## src/rtl/elastic_pipeline.sv

```systemverilog
// Chain of valid/ready register slices (single-entry or two-entry skid) that retimes a stream.
// Optional occupancy counter is enabled by defining ELASTIC_PIPELINE_OCCUPANCY_EN.
module elastic_pipeline #(
  parameter int WIDTH  = 8,
  parameter int STAGES = 4,
  parameter int SKID   = 1,
  localparam int OCC_W = (STAGES == 0) ? 1 : $clog2(2 * STAGES + 1)
) (
  input  logic             i_clk,
  input  logic             i_rst,
  input  logic             i_valid,
  output logic             o_ready,
  input  logic [WIDTH-1:0] i_data,
  output logic             o_valid,
  input  logic             i_ready,
  output logic [WIDTH-1:0] o_data,
  output logic [OCC_W-1:0] o_occupancy
);

  // Handshake: a word moves across any boundary exactly on a rising edge where
  // valid && ready are both high; valid never depends on ready of the same boundary.

  if (STAGES == 0) begin : g_bypass
    logic unused_bypass;
    assign unused_bypass = i_clk ^ i_rst;
    assign o_valid       = i_valid;
    assign o_data        = i_data;
    assign o_ready       = i_ready;
    assign o_occupancy   = '0;
  end else begin : g_pipe
    // Boundary k sits between stage k-1 and stage k; boundary 0 is the input port.
    logic             vld [STAGES+1];
    logic             rdy [STAGES+1];
    logic [WIDTH-1:0] dat [STAGES+1];
    logic [1:0]       dbg_state [STAGES];

    assign vld[0]      = i_valid;
    assign dat[0]      = i_data;
    assign o_ready     = rdy[0];
    assign o_valid     = vld[STAGES];
    assign o_data      = dat[STAGES];
    assign rdy[STAGES] = i_ready;

    for (genvar k = 0; k < STAGES; k++) begin : g_stage
      if (SKID == 0) begin : g_simple
        typedef enum logic {S_EMPTY, S_FULL} state_t;
        state_t           state_q, state_d;
        logic [WIDTH-1:0] data_q;
        logic             accept, drain;

        assign accept = vld[k] && rdy[k];
        assign drain  = (state_q == S_FULL) && rdy[k+1];

        always_ff @(posedge i_clk) begin
          if (i_rst) begin
            state_q <= S_EMPTY;
            data_q  <= '0;
          end else begin
            state_q <= state_d;
            if (accept) data_q <= dat[k];
          end
        end

        always_comb begin
          state_d = state_q;
          case (state_q)
            S_EMPTY: if (accept) state_d = S_FULL;
            S_FULL:  if (drain && !accept) state_d = S_EMPTY;
            default: state_d = S_EMPTY;
          endcase
        end

        assign rdy[k]       = (state_q == S_EMPTY) || rdy[k+1];
        assign vld[k+1]     = (state_q == S_FULL);
        assign dat[k+1]     = data_q;
        assign dbg_state[k] = {1'b0, state_q};
      end else begin : g_skid
        typedef enum logic [1:0] {S_EMPTY, S_ONE, S_TWO} state_t;
        state_t           state_q, state_d;
        logic [WIDTH-1:0] main_q, skid_q;
        logic             rdy_q;
        logic             accept, drain;

        assign accept = vld[k] && rdy_q;
        assign drain  = (state_q != S_EMPTY) && rdy[k+1];

        always_ff @(posedge i_clk) begin
          if (i_rst) begin
            state_q <= S_EMPTY;
            rdy_q   <= 1'b1;
            main_q  <= '0;
            skid_q  <= '0;
          end else begin
            state_q <= state_d;
            rdy_q   <= (state_d != S_TWO);
            case (state_q)
              S_EMPTY: if (accept) main_q <= dat[k];
              S_ONE: begin
                if (accept && drain) main_q <= dat[k];
                else if (accept)     skid_q <= dat[k];
              end
              S_TWO:   if (drain) main_q <= skid_q;
              default: ;
            endcase
          end
        end

        always_comb begin
          state_d = state_q;
          case (state_q)
            S_EMPTY: if (accept) state_d = S_ONE;
            S_ONE: begin
              if (accept && !drain)      state_d = S_TWO;
              else if (drain && !accept) state_d = S_EMPTY;
            end
            S_TWO:   if (drain) state_d = S_ONE;
            default: state_d = S_EMPTY;
          endcase
        end

        assign rdy[k]       = rdy_q;
        assign vld[k+1]     = (state_q != S_EMPTY);
        assign dat[k+1]     = main_q;
        assign dbg_state[k] = state_q;
      end
    end

`ifdef ELASTIC_PIPELINE_OCCUPANCY_EN
    logic [OCC_W-1:0] occ_q;
    logic             in_xfer, out_xfer;

    assign in_xfer  = i_valid && rdy[0];
    assign out_xfer = vld[STAGES] && i_ready;

    always_ff @(posedge i_clk) begin
      if (i_rst)                     occ_q <= '0;
      else if (in_xfer && !out_xfer) occ_q <= occ_q + 1'b1;
      else if (out_xfer && !in_xfer) occ_q <= occ_q - 1'b1;
    end

    assign o_occupancy = occ_q;
`else
    assign o_occupancy = '0;
`endif
  end

endmodule

```

## config.mk

```make
export PLATFORM = sky130hd
export DESIGN_NAME = elastic_pipeline
export DESIGN_NICKNAME = d
export VERILOG_FILES = /design/src/rtl/elastic_pipeline.sv
export SDC_FILE = /design/constraint.sdc
export NUM_CORES = 1
export LEC_CHECK = 0
export ABC_CLOCK_PERIOD_IN_PS = 1400
export BUFFER_PORTS_ARGS = -buffer_cell sky130_fd_sc_hd__buf_2
export CELL_PAD_IN_SITES_DETAIL_PLACEMENT = 1
export CELL_PAD_IN_SITES_GLOBAL_PLACEMENT = 1
export CORE_MARGIN = 5
export CORE_UTILIZATION = 42
export DETAILED_ROUTE_END_ITERATION = 6
export GPL_ROUTABILITY_DRIVEN = 0
export GPL_TIMING_DRIVEN = 0
export HOLD_SLACK_MARGIN = 0.12
export PLACE_DENSITY_LB_ADDON = 0.08
export SYNTH_ARGS = -nofsm -noshare
export SYNTH_HDL_FRONTEND = slang
export SYNTH_SLANG_ARGS = --single-unit
```

## constraint.sdc

```tcl
create_clock -name i_clk -period 1.4 [get_ports i_clk]
set_input_delay 0.07 -clock i_clk [delete_from_list [all_inputs] [get_ports i_clk]]
set_output_delay 0.07 -clock i_clk [all_outputs]
set_load 0.005 [all_outputs]
```

After elaboration in Yosys (flattened, before gate mapping) --
Cells that the tools add are included.
Storage, ports and cells: bits in registers 76, input bits 12, word-level logic and storage cells 122
Operators by class: equal/unequal tests 24, mux-type cells 36, bitwise operators 4, reduce and logical (&&, ||, !) cells 42
Operator list (number):
- 8-bit 2-to-1 mux | 12
- 8-bit case mux with 3 select lines | 4
- 2-bit 2-to-1 mux | 16
- 2-bit != test (second input constant) | 16
- 2-bit case mux with 3 select lines | 4
- 1-bit logical AND | 17
- 4-bit AND reduction | 4
- 3-bit AND reduction | 4
- 3-bit nonzero test | 4
- 2-bit by 1-bit == test with 1-bit output (second input constant) | 4
- 2-bit == test (second input constant) | 4
- 2-bit logical NOT | 4
- 2-bit nonzero test | 4
- 1-bit logical NOT | 5
- 1-bit NOT | 4

Logic depth before layout (Yosys ltp) --
Gate-level depths: netlist of run 1.
depth in word-level cells 8, depth in mapped cells 6

Worst setup path before layout of run 1 --
Ideal clock, no wire load.
path type flip-flop to flip-flop, from reg g_pipe.g_stage[3].g_skid.state_q[0], to reg g_pipe.g_stage[3].g_skid.skid_q[7], setup time 128 ps, data arrival time 1319 ps, data required time 1272 ps, slack -47 ps, cell stages (with the launch flop) 6, path buffers 1, cells stage by stage dfxtp_1 > nor2b_1 > or3b_1 > buf_4 > mux2i_1 > nor2_1
Between the ends: cells in the longest elaborated chain, start to end 5, elaborated cells on any way between the ends 6, classes of those cells eq/ne (1); bitwise (1); reduce/logical (4)
RTL lines:
- start: declaration | line 79 | state_t state_q, state_d;
- start signal: assignment | line 94 | state_q <= state_d;
- 2-bit nonzero test | line 85 | assign drain = (state_q != S_EMPTY) && rdy[k+1];
- 1-bit logical AND | line 85
- 1-bit logical AND | line 99 | if (accept && drain) main_q <= dat[k];
- 1-bit NOT (no line)
- 3-bit AND reduction (no line) (*)
- end signal: assignment | line 100 | else if (accept) skid_q <= dat[k];
- end: declaration | line 80 | logic [WIDTH-1:0] main_q, skid_q;
Every way passes the cells marked *; elsewhere a longest branch is shown, timed or not. A chain may end at the register's enable or synchronous reset.

Final worst setup path of run 1 --
from reg g_pipe.g_stage[2].g_skid.rdy_q, to reg g_pipe.g_stage[1].g_skid.skid_q[5]
Between the ends: cells in the longest elaborated chain, start to end 4
RTL lines:
- start: declaration | line 81 | logic rdy_q;
- start signal: assignment | line 95 | rdy_q <= (state_d != S_TWO);
- 1-bit logical AND | line 85
- 1-bit logical AND | line 99
- 1-bit NOT (no line)
- 3-bit AND reduction (no line)
- end signal: assignment | line 100
- end: declaration | line 80
Every way passes these cells.

==> results of run 1 <==
[critical path: stages, from the launching register on]
cell     delay, ns
dfxtp_2       0.33
and2b_2       0.22
or3b_4        0.43
buf_8         0.16
mux2i_2       0.17
nor2_1        0.06
[cells by family (layout without fill, tap and decap cells)]
family | count (synthesis) | count (layout) | synth area share (%)
AND/OR/NAND/NOR | 97 | 97 | 13.92
flip-flops | 76 | 76 | 46.75
AO/OA/AOI/OAI | 48 | 48 | 13.53
buffers and inverters | 27 | 92 | 4.767
multiplexers | 68 | 68 | 20.91
other | 1 | 4 | 0.1152
[synthesized netlist by cell type (all sizes together), types with 3 or more instances]
| cell | number | area, µm² |
|---|---|---|
| nor3b | 3 | 22.52 |
| clkbuf | 9 | 35.03 |
| nand3b | 4 | 30.03 |
| nor2 | 67 | 251.5 |
| nand2b | 3 | 18.77 |
| buf | 16 | 112.6 |
| or3b | 3 | 26.28 |
| nor2b | 7 | 43.79 |
| dfxtp | 76 | 1521 |
| a211oi | 32 | 260.3 |
| mux2i | 68 | 680.7 |
| o31ai | 4 | 85.08 |
| o21ai | 5 | 36.29 |
[power by group through the flow]
stage,registers [mW],clock network [mW],logic [mW]
global placement,2.36,0,0.395
CTS,2.31,2.10,0.464
finish,2.32,2.04,0.524
detailed placement,2.37,0,0.404
global route,2.33,2.25,0.581
floorplan,2.35,0,0.295
[state kept, by name, indices dropped and copies added (netlist names)]
name / flops
g_pipe.g_stage.g_skid.main_q: 24
g_pipe.g_stage.g_skid.rdy_q: 3
g_pipe.g_stage.g_skid.skid_q: 32
g_pipe.g_stage.g_skid.state_q: 8
o_data: 8
o_ready: 1
[through the flow]
step / setup TNS, ns / setup WS, ns / util (%) / total power [mW] / std cells
6_report: -0.8672 / -0.08165 / 55.51 / 4.879 / 487
5_1_grt: -2.540 / -0.1289 / 55.51 / 5.168 / 487
4_1_cts: -1.395 / -0.08762 / 53.32 / 4.881 / 482
3_5_place_dp: -5.472 / -0.1743 / 45.88 / 2.773 / 442
3_3_place_gp: -4.169 / -0.1420 / 45.88 / 2.757 / 442
2_1_floorplan: 0 / 0.0006147 / - / 2.650 / 320
[area by class of cell]
cell class | instances | area (µm²)
buffer | 24 | 172.7
clock buffer | 9 | 123.9
sequential | 76 | 1553
fill | 846 | 3402
tap | 102 | 127.6
clock inverter | 7 | 121.4
timing repair buffer | 50 | 386.6
multi-input combinational | 217 | 1753
inverter | 2 | 7.507
[path summary, 6_finish.rpt]
kind                                        from                                  end  slack [ns]  cells after the start
hold reg to reg                        o_data[3]                            o_data[3]        0.50                      2
hold / removal                             i_rst  g_pipe.g_stage[2].g_skid.state_q[0]        0.15                      2
setup / recovery  g_pipe.g_stage[2].g_skid.rdy_q   g_pipe.g_stage[1].g_skid.skid_q[5]       -0.08                      5
setup reg to reg  g_pipe.g_stage[2].g_skid.rdy_q   g_pipe.g_stage[1].g_skid.skid_q[5]       -0.08                      5
[per-layer routing]
layer	global-route usage, %	up-vias
met5	0	-
met4	6.070	0
met3	4.643	6
met2	28.01	26
met1	15.27	1163
li1	-	1232
[what timing repair did]
item	CTS	global route
setup endpoints to repair	67	53
endpoints found under the hold margin	20	0
pin swaps	17	6
gates cloned	3	1
setup buffers	12	6
resized for setup	36	34
hold buffers	10	0
==> impl_metrics.env, run 1 <==
export IMPL_layout_commonest_cell="mux2i_1"
export IMPL_p_sw_mw=1.177
export IMPL_initial_core_util_pct=42.56
export IMPL_met2_wirelength_um=3747
export IMPL_violations="negative setup slack"
export IMPL_grt_pass1_wl_um=11470
export IMPL_grtUsageTotal_pct=14.95
export IMPL_end_kind="flip-flop"
export IMPL_maxCapViolCount=0
export IMPL_min_period_ns=1.482
export IMPL_hold_class="in2reg"
export IMPL_final_cell_area_mm2=0.004245
export IMPL_die_y_um=98.03
export IMPL_final_setup_viol_count=22
export IMPL_yosys_warnings=0
export IMPL_swShare_pct=24.12
export IMPL_hpwl_um=4565
export IMPL_timing_fmax_mhz=674.9
export IMPL_worst_endpoint_arrival_ns=1.71
export IMPL_antenna_cells=0
export IMPL_ios=26
export IMPL_leakage_nw=1.860
export IMPL_skew_ns=0.004709
export IMPL_routed_wl_um=6961
export IMPL_peakVddDrop_mv=0.5514
export IMPL_route_vias_total=2427
export IMPL_met1_length_um=2876
export IMPL_highest_signal_layer="met4"
export IMPL_critPathMaxFanout=5
export IMPL_max_slew_margin_pct=56.63
export IMPL_async_reset_ff_share_pct=0
export IMPL_placeableCoreArea_mm2=0.007647
export IMPL_path_class="reg2reg"
export IMPL_numCtsBuffers=9
export IMPL_synth_seq_area_share_pct=46.75
export IMPL_wl_met3_um=242
export IMPL_routed_via_density=4.984
export IMPL_clk_pin_slew_ns=0.08
export IMPL_timing_final_ws_setup_ns=-0.08165
export IMPL_synth_main_ff_cell="dfxtp_1"
export IMPL_rsz0062_at_grt="yes"
export IMPL_dr_first_iter_drc_count=30
export IMPL_postSynthCellCount=317
export IMPL_ys_ff_latch=76
export IMPL_comb_power_share_pct=10.7
export IMPL_hold_viol=0
export IMPL_cp_required_ns=1.62
export IMPL_syn_mean_instance_area_um2=10.27
export IMPL_seq_power_share_pct=47.5
export IMPL_nets=392
export IMPL_die_x_um=98.03
export IMPL_dpl_instance_area_mm2=0.003508
export IMPL_p_clk_share_pct=41.8
export IMPL_synth_area_mm2=0.003254
export IMPL_clkLatencyLatePin_ns=0.35
export IMPL_grt_max_degree=15
export IMPL_synth_edf_count=0
export IMPL_antenna_found_initial=0
export IMPL_finalCritPeriodShare_pct=105.8
export IMPL_wire_per_inst_um=14.29
export IMPL_row_count=32
export IMPL_power_density_mw_per_mm2=1149
export IMPL_firstDrtPassIters=4
export IMPL_cp_start_kind="flip-flop"
export IMPL_finalMaxSlewViolations=0
export IMPL_io_buffers=20
export IMPL_drc=0
export IMPL_clockRootBuffer="clkbuf_8"
export IMPL_whs_ns=0.1546
export IMPL_p_int_mw=3.702
export IMPL_cts_sinks=76
export IMPL_cts_tree="done"
export IMPL_first_global_vias=2455
export IMPL_tightestPinTransition_ns=0.6506
export IMPL_status="finished, violations left"
export IMPL_dieArea_mm2=0.009609
export IMPL_overflow=0
export IMPL_ant_nets=0
export IMPL_layout_common_cells="66 x mux2i_1, 65 x dfxtp_1, 58 x nor2_1, 23 x buf_2, 19 x buf_4"
export IMPL_ctsHtreeMaxLevel=3
export IMPL_syn2layout_area_growth_pct=30.45
export IMPL_cts_buffer_depth=2
export IMPL_drive_gt1_share_pct=32.73
export IMPL_ys_types=32
(Power assumes the default switching activity.)
==> run 2: changes to the inputs <==
--- a/config.mk
+++ b/config.mk
@@ -7,10 +7,10 @@
 export LEC_CHECK = 0
 export ABC_CLOCK_PERIOD_IN_PS = 1400
 export BUFFER_PORTS_ARGS = -buffer_cell sky130_fd_sc_hd__buf_2
-export CELL_PAD_IN_SITES_DETAIL_PLACEMENT = 1
-export CELL_PAD_IN_SITES_GLOBAL_PLACEMENT = 1
+export CAP_MARGIN = 20
 export CORE_MARGIN = 5
-export CORE_UTILIZATION = 42
+export CORE_UTILIZATION = 53
+export CTS_CLUSTER_SIZE = 14
 export DETAILED_ROUTE_END_ITERATION = 6
 export GPL_ROUTABILITY_DRIVEN = 0
 export GPL_TIMING_DRIVEN = 0
==> impl_metrics.env, run 2 (synthesis gave the netlist of run 1 again) <==
export IMPL_pre_cts_ws_ns=-0.1672
export IMPL_drive_gt1_share_pct=33.25
export IMPL_rsz0062_at_grt="yes"
export IMPL_seq_power_share_pct=53.2
export IMPL_hp_start="i_rst"
export IMPL_ios=26
export IMPL_worst_endpoint_arrival_ns=1.65
export IMPL_timing_final_ws_setup_ns=-0.03271
export IMPL_routed_via_density=5.078
export IMPL_numCtsBuffers=9
export IMPL_p_int_mw=3.211
export IMPL_finalMaxSlewViolations=0
export IMPL_instances_no_fill=460
export IMPL_power_density_mw_per_mm2=1054
export IMPL_io_buffers=20
export IMPL_first_global_vias=2299
export IMPL_peakVddDrop_mv=0.6653
export IMPL_die_x_um=88.36
export IMPL_maxCapViolCount=0
export IMPL_largest_reg_flops=32
export IMPL_cts_sinks=76
export IMPL_nets=392
export IMPL_comb_power_share_pct=12.3
export IMPL_leakage_nw=1.818
export IMPL_tightestPinTransition_ns=0.6833
export IMPL_p_clk_share_pct=34.4
export IMPL_whs_ns=0.1649
export IMPL_firstDrtPassIters=4
export IMPL_n_fill_cell=472
export IMPL_finalCritPeriodShare_pct=102.3
export IMPL_cp_start_kind="flip-flop"
export IMPL_hold_class="in2reg"
export IMPL_ant_nets=0
export IMPL_row_count=28
export IMPL_regArea_mm2=0.001550
export IMPL_initial_core_util_pct=54.64
export IMPL_grtUsageTotal_pct=16.62
export IMPL_skew_ns=0.008645
export IMPL_p_sw_mw=1.137
export IMPL_status="finished, violations left"
export IMPL_end_kind="flip-flop"
export IMPL_clk_pin_slew_ns=0.08
export IMPL_layout_common_cells="68 x mux2i_1, 65 x dfxtp_1, 55 x nor2_1, 22 x buf_2"
export IMPL_syn2layout_area_growth_pct=26.80
export IMPL_placeableCoreArea_mm2=0.005956
export IMPL_critPathLaunch="g_pipe.g_stage[3].g_skid.rdy_q"
export IMPL_antenna_cells=0
export IMPL_cts_buffer_depth=2
export IMPL_min_period_ns=1.433
export IMPL_critPathMaxFanout=8
export IMPL_dr_first_iter_drc_count=98
export IMPL_die_y_um=88.36
export IMPL_hold_viol=0
export IMPL_antenna_found_initial=0
export IMPL_dp_cells=415
export IMPL_clkLatencyLatePin_ns=0.34
export IMPL_route_vias_total=2336
export IMPL_regMostFlops="g_pipe.g_stage.g_skid.skid_q"
export IMPL_grt_max_degree=14
export IMPL_final_setup_viol_count=13
export IMPL_routed_wl_um=6138
export IMPL_wire_per_inst_um=13.34
export IMPL_layout_commonest_cell="mux2i_1"
export IMPL_path_class="reg2reg"
export IMPL_clockRootBuffer="clkbuf_8"
export IMPL_swShare_pct=26.15
export IMPL_dieArea_mm2=0.007807
export IMPL_drc=0
export IMPL_max_slew_margin_pct=54.45
export IMPL_timing_fmax_mhz=698.0
export IMPL_cts_tree="done"
export IMPL_top_regs="g_pipe.g_stage.g_skid.skid_q x32, g_pipe.g_stage.g_skid.main_q x24"
export IMPL_overflow=0
export IMPL_multi_input_area_mm2=0.001759
export IMPL_grt_pass1_wl_um=10140
export IMPL_ctsHtreeMaxLevel=3
export IMPL_violations="negative setup slack"
export IMPL_hpwl_um=3965
export IMPL_timing_rr_start="g_pipe.g_stage[3].g_skid.rdy_q"
export IMPL_cp_required_ns=1.62
## run 2: cell count changes in the layout (fill, tap and decap cells not counted), sizes merged
cell,change
clkbuf,+2
bufinv,-3
clkinvlp,+1
clkinv,+3
or3b,+1
buf,-2
inv,-2
## run 2: area by class of cell
class / count / area share, %
Multi-Input combinational cell: 218 / 42.63
Sequential cell: 76 / 37.57
Timing Repair Buffer: 50 / 9.066
Buffer: 23 / 3.972
Clock buffer: 10 / 3.335
Tap cell: 75 / 2.274
Clock inverter: 6 / 0.9703
Inverter: 2 / 0.1819
## run 2: per-stage QoR
stage	util, %	power, mW	setup TNS (ns)	area (µm²)
detailed placement	58.34	2.761	-4.111	3475
floorplan	-	2.650	0	3281
global placement	58.34	2.750	-3.215	3475
finish	69.29	4.349	-0.3106	4126
global route	69.29	4.599	-2.007	4126
CTS	65.59	4.318	-0.9426	3906
## run 2: metal layers
metal | part of all wire [%] | global-route usage [%] | vias to the layer above
li1 | - | - | 1240
met1 | 45 | 19.10 | 1057
met2 | 51 | 29.91 | 30
met3 | 3.2 | 3.631 | 9
met4 | 1.4 | 6.593 | 0
met5 | 0 | 0 | -
## run 2: what timing repair did
| item | in CTS | in global routing |
|---|---|---|
| endpoints found under the setup margin | 61 | 54 |
| pin swaps | 8 | 14 |
| endpoints found under the hold margin | 20 | 0 |
| gates cloned | 1 | 2 |
| hold buffers | 10 | 0 |
| buffers inserted | 7 | 11 |
| gates resized for setup | 32 | 39 |
## run 2: power groups by stage
| stage | Combinational [mW] | Sequential, mW | Clock (mW) |
|---|---|---|---|
| finish | 0.536 | 2.32 | 1.50 |
| global route | 0.598 | 2.33 | 1.67 |
| CTS | 0.457 | 2.32 | 1.54 |
| detailed placement | 0.395 | 2.37 | 0 |
| global placement | 0.389 | 2.36 | 0 |
| floorplan | 0.295 | 2.35 | 0 |
## run 2: path summary, 6_finish.rpt
| kind | end | slack (ns) | depth (start not counted) |
|---|---|---|---|
| setup reg to reg | g_pipe.g_stage[2].g_skid.skid_q[3] | -0.03 | 4 |
| hold reg to reg | o_data[0] | 0.50 | 2 |
| setup / recovery | g_pipe.g_stage[2].g_skid.skid_q[3] | -0.03 | 4 |
| hold / removal | g_pipe.g_stage[2].g_skid.state_q[0] | 0.16 | 2 |
## run 2: worst max-delay path, cell delays in order, from the launching register on
cell and delay [ns]:
dfxtp_4 0.35, and2b_2 0.25, or3b_4 0.47, mux2i_1 0.18, nor2_1 0.05
